## config.mk

```make
export PLATFORM = sky130hd
export DESIGN_NAME = re
export DESIGN_NICKNAME = d
export VERILOG_FILES = /design/src/rtl/re.sv
export SDC_FILE = /design/constraint.sdc
export NUM_CORES = 1
export LEC_CHECK = 0
export ABC_AREA = 1
export CELL_PAD_IN_SITES_DETAIL_PLACEMENT = 2
export CELL_PAD_IN_SITES_GLOBAL_PLACEMENT = 2
export CORE_MARGIN = 8
export CORE_UTILIZATION = 29
export DETAILED_ROUTE_END_ITERATION = 6
export DONT_BUFFER_PORTS = 1
export PLACE_DENSITY = 0.74
export REMOVE_ABC_BUFFERS = 1
export SYNTH_ARGS = -nofsm -noshare
export SYNTH_HDL_FRONTEND = slang
export SYNTH_SLANG_ARGS = --single-unit
```

## constraint.sdc

```tcl
create_clock -name clk -period 3.6 [get_ports clk]
set_clock_uncertainty 0.05 [all_clocks]
set_input_delay 0.36 -clock clk [delete_from_list [all_inputs] [get_ports clk]]
set_output_delay 0.36 -clock clk [all_outputs]
set_load 0.005 [all_outputs]
```

## src/rtl/re.sv

```systemverilog
`default_nettype none
// ============================================================================
// Module   : re
// Brief    : Three-reel slot spin controller. Reels step on a divided tick,
//            stop one after another on latched targets, then the credit
//            display counts up by the pending win.
// Revision : 1.0
// ============================================================================
module re #(
  parameter int STEP_DIV       = 4,
  parameter int MIN_SPIN_STEPS = 20,
  parameter int STAGGER_STEPS  = 8
) (
  input  logic        clk,
  input  logic        reset_n,
  input  logic        start_spin,
  input  logic [3:0]  reel1_idx,
  input  logic [3:0]  reel2_idx,
  input  logic [3:0]  reel3_idx,
  input  logic [11:0] win_credits,
  input  logic        is_win,
  input  logic [11:0] total_credits,
  input  logic        is_total,
  output logic [3:0]  reel1_pos,
  output logic [3:0]  reel2_pos,
  output logic [3:0]  reel3_pos,
  output logic [2:0]  reel_stopped,
  output logic        spinning,
  output logic [11:0] disp_credits,
  output logic        win_flash,
  output logic        done
);

  localparam int CW   = (STEP_DIV > 1) ? $clog2(STEP_DIV) : 1;
  localparam int PMAX = (MIN_SPIN_STEPS > STAGGER_STEPS) ? MIN_SPIN_STEPS : STAGGER_STEPS;
  localparam int PW   = $clog2(PMAX + 1);
  localparam logic [CW-1:0] STEP_LAST = CW'(STEP_DIV - 1);
  localparam logic [PW-1:0] SPIN_LAST = PW'(MIN_SPIN_STEPS - 1);
  localparam logic [PW-1:0] GAP_LAST  = PW'(STAGGER_STEPS - 1);

  typedef enum logic [2:0] {
    IDLE = 3'd0,
    SPIN = 3'd1,
    REL1 = 3'd2,
    GAP1 = 3'd3,
    REL2 = 3'd4,
    GAP2 = 3'd5,
    REL3 = 3'd6,
    SHOW = 3'd7
  } state_t;

  state_t          state;
  logic [CW-1:0]   step_cnt;
  logic [PW-1:0]   phase_cnt;
  logic            start_prev;
  logic            start_armed;
  logic [3:0]      tgt1, tgt2, tgt3;
  logic [11:0]     win_pend;
  logic            win_valid;
  logic [11:0]     win_goal;

  logic            tick;
  logic            start_edge;
  logic            spin_start;
  logic            reel_live;
  logic            stop1, stop2, stop3;
  logic            adv1, adv2, adv3;
  logic            show_done;
  logic [12:0]     win_sum;
  logic [11:0]     show_goal;

  // A level already high when reset releases must not count as an edge,
  // so edges are only honoured once start_spin has been seen low.
  assign tick       = (step_cnt == STEP_LAST);
  assign start_edge = start_spin & ~start_prev & start_armed;
  assign spin_start = (state == IDLE) && start_edge;
  assign reel_live  = (state != IDLE);

  assign stop1 = tick && (state == REL1) && (reel1_pos == tgt1);
  assign stop2 = tick && (state == REL2) && (reel2_pos == tgt2);
  assign stop3 = tick && (state == REL3) && (reel3_pos == tgt3);
  assign adv1  = tick && reel_live && !reel_stopped[0] && !stop1;
  assign adv2  = tick && reel_live && !reel_stopped[1] && !stop2;
  assign adv3  = tick && reel_live && !reel_stopped[2] && !stop3;

  assign show_done = (state == SHOW) && tick && (disp_credits == win_goal);

  // Saturating goal; without a valid non-zero win the goal is the current count.
  assign win_sum   = {1'b0, disp_credits} + {1'b0, win_pend};
  assign show_goal = (win_valid && (win_pend != 12'd0))
                   ? (win_sum[12] ? 12'hFFF : win_sum[11:0])
                   : disp_credits;

  // Free-running step divider, restarted when a spin begins.
  always_ff @(posedge clk or negedge reset_n) begin
    if (!reset_n) begin
      step_cnt <= '0;
    end else if (spin_start || tick) begin
      step_cnt <= '0;
    end else begin
      step_cnt <= step_cnt + 1'b1;
    end
  end

  // Start-level history for edge detection, tracked in every state.
  always_ff @(posedge clk or negedge reset_n) begin
    if (!reset_n) begin
      start_prev  <= 1'b0;
      start_armed <= 1'b0;
    end else begin
      start_prev <= start_spin;
      if (!start_spin) begin
        start_armed <= 1'b1;
      end
    end
  end

  // Target latch, reel stepping and stop flags.
  always_ff @(posedge clk or negedge reset_n) begin
    if (!reset_n) begin
      tgt1         <= 4'd0;
      tgt2         <= 4'd0;
      tgt3         <= 4'd0;
      reel1_pos    <= 4'd0;
      reel2_pos    <= 4'd0;
      reel3_pos    <= 4'd0;
      reel_stopped <= 3'b000;
    end else if (spin_start) begin
      tgt1         <= reel1_idx;
      tgt2         <= reel2_idx;
      tgt3         <= reel3_idx;
      reel_stopped <= 3'b000;
    end else begin
      if (adv1) reel1_pos <= reel1_pos + 4'd1;
      if (adv2) reel2_pos <= reel2_pos + 4'd1;
      if (adv3) reel3_pos <= reel3_pos + 4'd1;
      if (stop1) reel_stopped[0] <= 1'b1;
      if (stop2) reel_stopped[1] <= 1'b1;
      if (stop3) reel_stopped[2] <= 1'b1;
    end
  end

  // Pending win; a new strobe takes priority over the end-of-show clear.
  always_ff @(posedge clk or negedge reset_n) begin
    if (!reset_n) begin
      win_pend  <= 12'd0;
      win_valid <= 1'b0;
    end else if (is_win) begin
      win_pend  <= win_credits;
      win_valid <= 1'b1;
    end else if (show_done) begin
      win_valid <= 1'b0;
    end
  end

  // Sequencer with registered status outputs and the credit display.
  always_ff @(posedge clk or negedge reset_n) begin
    if (!reset_n) begin
      state        <= IDLE;
      phase_cnt    <= '0;
      win_goal     <= 12'd0;
      disp_credits <= 12'd0;
      spinning     <= 1'b0;
      win_flash    <= 1'b0;
      done         <= 1'b0;
    end else begin
      done <= 1'b0;
      case (state)
        IDLE: begin
          if (is_total) disp_credits <= total_credits;
          if (start_edge) begin
            state     <= SPIN;
            spinning  <= 1'b1;
            phase_cnt <= '0;
          end
        end
        SPIN: begin
          if (tick) begin
            if (phase_cnt == SPIN_LAST) begin
              state     <= REL1;
              phase_cnt <= '0;
            end else begin
              phase_cnt <= phase_cnt + 1'b1;
            end
          end
        end
        REL1: if (stop1) state <= GAP1;
        GAP1: begin
          if (tick) begin
            if (phase_cnt == GAP_LAST) begin
              state     <= REL2;
              phase_cnt <= '0;
            end else begin
              phase_cnt <= phase_cnt + 1'b1;
            end
          end
        end
        REL2: if (stop2) state <= GAP2;
        GAP2: begin
          if (tick) begin
            if (phase_cnt == GAP_LAST) begin
              state     <= REL3;
              phase_cnt <= '0;
            end else begin
              phase_cnt <= phase_cnt + 1'b1;
            end
          end
        end
        REL3: begin
          if (stop3) begin
            state     <= SHOW;
            win_flash <= 1'b1;
            win_goal  <= show_goal;
          end
        end
        SHOW: begin
          if (tick) begin
            if (disp_credits == win_goal) begin
              state     <= IDLE;
              spinning  <= 1'b0;
              win_flash <= 1'b0;
              done      <= 1'b1;
            end else begin
              disp_credits <= disp_credits + 12'd1;
            end
          end
        end
        default: state <= IDLE;
      endcase
    end
  end

endmodule
`default_nettype wire

```

### Word-level counts from Yosys, hierarchy flattened

Index checks and enable logic that the tools add are counted.

| storage, ports and cells | value |
|---|---|
| flip-flop bits (word level) | 79 |
| bits of input ports | 41 |
| output and inout bits | 30 |
| word-level logic and storage cells | 145 |

| cells by class | value |
|---|---|
| add/sub/neg operators | 7 |
| equal/unequal tests | 29 |
| mux-type cells | 40 |
| bitwise logic cells | 4 |
| reductions and logical operators | 44 |

Operators with widths:

| kind | number |
|---|---|
| 12-bit 2-to-1 mux | 5 |
| 3-bit 2-to-1 mux | 13 |
| 2-bit != test (second input constant) | 13 |
| 5-bit 2-to-1 mux | 5 |
| 12-bit one-hot mux with 2 select lines | 1 |
| 3-bit one-hot mux with 8 select lines | 1 |
| 1-bit logical AND | 17 |
| 4-bit AND reduction | 4 |
| 5-bit one-hot mux with 3 select lines | 1 |
| 12-bit by 12-bit adder with 13-bit output | 1 |
| 12-bit by 1-bit adder with 12-bit output (second input constant) | 1 |
| 4-bit by 1-bit adder with 4-bit output (second input constant) | 3 |
| 12-bit equality test | 1 |
| 3-bit equality test (second input constant) | 4 |
| 4-bit equality test | 3 |
| 12-bit AND reduction | 1 |
| 12-bit nonzero test | 1 |
| 2-bit nonzero test | 6 |
| 1-bit 2-to-1 mux | 11 |
| 2-bit AND reduction | 4 |
| 3-bit by 2-bit equality test with 1-bit output (second input constant) | 2 |
| 1-bit zero test | 6 |
| 3-bit nonzero test | 2 |
| 5-bit by 1-bit adder with 5-bit output (second input constant) | 1 |
| 13 further kinds | 17 |

### Logic depth before layout (Yosys ltp)

| depth | value |
|---|---|
| word-level depth | 6 |
| mapped depth | 12 |
| gate-level depth less buffers | 12 |

### Least setup slack after synthesis

Ideal clock, no wire load.

| timing | value |
|---|---|
| path kind | register to register |
| start | register disp_credits[0] |
| end | register win_goal[9] |
| library setup time | 0.117 ns |
| arrival time | 1.871 ns |
| required time | 3.433 ns |
| path slack | 1.563 ns |
| cell stages (with the launch flop) | 11 |
| buffers on the path | 0 |
| period minus slack after synthesis | 2.037 ns |
| path through | dfrtp_1 -> ha_1 -> fa_1 -> nand2_1 -> nand3_1 -> nand3_1 -> a21boi_0 -> nor2_1 -> nand2_1 -> nand2_1 -> nand2_1 |

| between the ends | value |
|---|---|
| longest elaborated chain between the ends | 3 |

RTL lines:

| what | RTL line | source |
|---|---|---|
| start: declaration | 29 | `output logic [11:0] disp_credits,` |
| start signal: assignment | 170 | `if (is_total) disp_credits <= total_credits;` |
| start signal: assignment | 224 | `disp_credits <= disp_credits + 12'd1;` |
| 12-bit by 12-bit adder with 13-bit output | 89 | `assign win_sum = {1'b0, disp_credits} + {1'b0, win_pend};` |
| 12-bit 2-to-1 mux (2 in a row) | 91 | `? (win_sum[12] ? 12'hFFF : win_sum[11:0])` |
| end signal: assignment | 213 | `win_goal <= show_goal;` |
| end: declaration | 60 | `logic [11:0] win_goal;` |

Every way passes these cells.
A chain may end at the register's enable or synchronous reset.

### Final worst setup path

Same ends and word-level chain as after synthesis.

==> impl_metrics.toml <==
[cts]
clk_pin_slew_ps = 60
clock-sinks = 79
hold_buffers = 3
clock_latency_ps = 350
tritoncts = "built"
cts-resized-gates = 0
cts_max_path_buffers = 2
postCtsSetupBuffers = 0
cts_made_buffers = 9
cts-root-buf = "clkbuf_16"
htreeDepth = 3

[sta]
fin_tns_setup_ps = 0
setup_viol = 0
slew_headroom_pct = 31.9
final.min_clock_period_ps = 2540
timing.final.ws_setup_ps = 1060
fin_hold_ws_ps = 33.3
worst_pin_slew_ps = 1020
hold_viol_final = 0
slew_viol_final = 0
period_share_pct = 70.6
rsz0062_at_grt = "no"
timing.fmax_ghz = 0.394

[grt]
antenna_found_initial = 0
grt_pass1_wl_mm = 27.1
grt_pass1_vias = 5299
grt_start_max_net_pins = 80
grt_use_total_pct = 15.6
grt_overflow_total = 0

[floorplan]
die_h_microns = 147
io_pins = 71
dieArea_sq_um = 21600
start_util_pct = 29.2
core_sq_um = 17100
die_w_microns = 147
fp-row-count = 48

[finish]
syn2layout_area_growth_pct = 11.4
final_common_cell = "nand2_1"
finalNonFillerCells = 959
final_cell_mix = "nand2_1 (289), inv_1 (91), dfrtp_1 (79), nor2_1 (54), nand3_1 (48)"
antenna_cells = 0
layout-drive-gt1-share_pct = 5.99
finalNetCount = 789
fillers = 2090

[placement]
dpl.cell_count = 940
post-place-ws_ps = 1020
port_buffers = 0
dp_hpwl_mm = 12.6
place_congestion = 0.787

[route]
drc_errors = 0
antenna_left = 0
wl_per_cell_microns = 17.1
dr.pass1.iters = 4
via_count = 4689
drt-initial-drc-count = 150
drt-vias-per-instance = 4.89
finalWirelength_mm = 16.4

[synthesis]
synthArstFlopShare_pct = 100
yosysSeqAreaShare_pct = 39.7
ys_warn_count = 0
synth_area_per_cell_sq_um = 6.85
yosys_most_used_dff = "dfrtp_1"
ys_ff_latch = 79
synth_edf_count = 0
yosys.cell_types.count = 30
synth_area_sq_um = 4980
syn_inst = 727

[power]
p_per_area_nw_per_um2 = 834
p_leak_nw = 2.87
peakVddDrop_mv = 0.288

[worst_setup_path]
cp-start-kind = "flip-flop"
crit_fanout = 8
critPathCaptureType = "flip-flop"
worstPathRequired_ps = 3790
cp.arrival_ps = 2730
crit_type = "flip-flop to flip-flop"

[outcome]
status = "completed"

[min_path]
hp-class = "input pin to flip-flop"

[run]
drv_cap = 0
cell usage after synthesis, types with 7 or more instances:
master | count | area (sq um)
o21ai_2 | 10 | 87.6
inv_1 | 91 | 342
o21ai_0 | 33 | 165
nand2_1 | 289 | 1080
nor3_1 | 7 | 35.0
nand3_1 | 48 | 240
xnor2_1 | 9 | 78.8
xor2_1 | 9 | 78.8
ha_1 | 18 | 225
nand4_1 | 10 | 62.6
dfrtp_1 | 79 | 1980
inv_2 | 8 | 30.0
a21oi_1 | 26 | 130
nor2_1 | 54 | 203
logic make-up (layout without fill, tap and decap cells):
| kind of cell | count (synthesis) | in the layout | synth area share (%) |
|---|---|---|---|
| fa+ha+maj | 19 | 19 | 4.92 |
| flops | 79 | 79 | 39.7 |
| compound gates | 81 | 81 | 9.15 |
| xor+xnor | 18 | 18 | 3.17 |
| simple gates | 418 | 418 | 34.2 |
| buf+inv | 112 | 119 | 8.84 |
sequential cells by signal (all words and copies together), names as in the netlist, 2 cells and up:
signal and count:
disp_credits 12, phase_cnt 5, reel1_pos 4, reel2_pos 4, reel3_pos 4, reel_stopped 3, state 3, step_cnt 2
tgt1 4, tgt2 4, tgt3 4, win_goal 12, win_pend 12
path summary, 6_finish.rpt:
path / endpoint / start / slack [ps] / cells past startpoint
worst max-delay path: win_goal[9] / disp_credits[0] / 1060 / 10
worst min-delay path: start_armed / start_spin / 30 / 1
worst max register to register: win_goal[9] / disp_credits[0] / 1060 / 10
worst min register to register: step_cnt[0] / step_cnt[0] / 390 / 1
max in group asynchronous: state[2] / reset_n / 2620 / 2
min in group asynchronous: win_goal[11] / reset_n / 540 / 2
metrics by stage:
step / util (%) / power [W] / instance area, sq um
2_1_floorplan: - / 0.00302 / 4910
3_3_place_gp: 30.5 / 0.00355 / 5200
3_5_place_dp: 30.5 / 0.00371 / 5200
4_1_cts: 32.5 / 0.00473 / 5550
5_1_grt: 32.5 / 0.00507 / 5550
6_report: 32.5 / 0.00463 / 5550
power by group:
part           leakage [nW]  internal, W  switching [W]
sequential            0.992      0.00117       0.000393
combinational          1.73     0.000711        0.00140
clock                 0.142     0.000539       0.000406
worst max-delay path, stage by stage, from the launching register on:
cell and delay [ps]:
dfrtp_1 460, ha_1 260, fa_1 450, nand2_1 120, nand3_1 110, nand3_1 110
a21boi_0 110, nor2_1 480, nand2_1 130, nand2_1 90, nand2_1 50
layer usage:
metal / part of all wire [%] / wire length (microns) / GRT usage, %
met2: 51 / 8260 / 27.7
met5: 0 / 0 / 0
met4: 1.7 / 283 / 5.10
met3: 5.0 / 820 / 4.71
met1: 43 / 6990 / 17.5
layout make-up:
| cell class | instances | area, sq um | share of cell area, % |
|---|---|---|---|
| Sequential cell | 79 | 1980 | 35.6 |
| Multi-Input combinational cell | 536 | 2560 | 46.2 |
| Inverter | 99 | 372 | 6.70 |
| Clock buffer | 9 | 225 | 4.06 |
| Tap cell | 225 | 282 | 5.08 |
| Timing Repair Buffer | 4 | 55.1 | 0.993 |
| Clock inverter | 7 | 72.6 | 1.31 |
(Power assumes the default switching activity.)
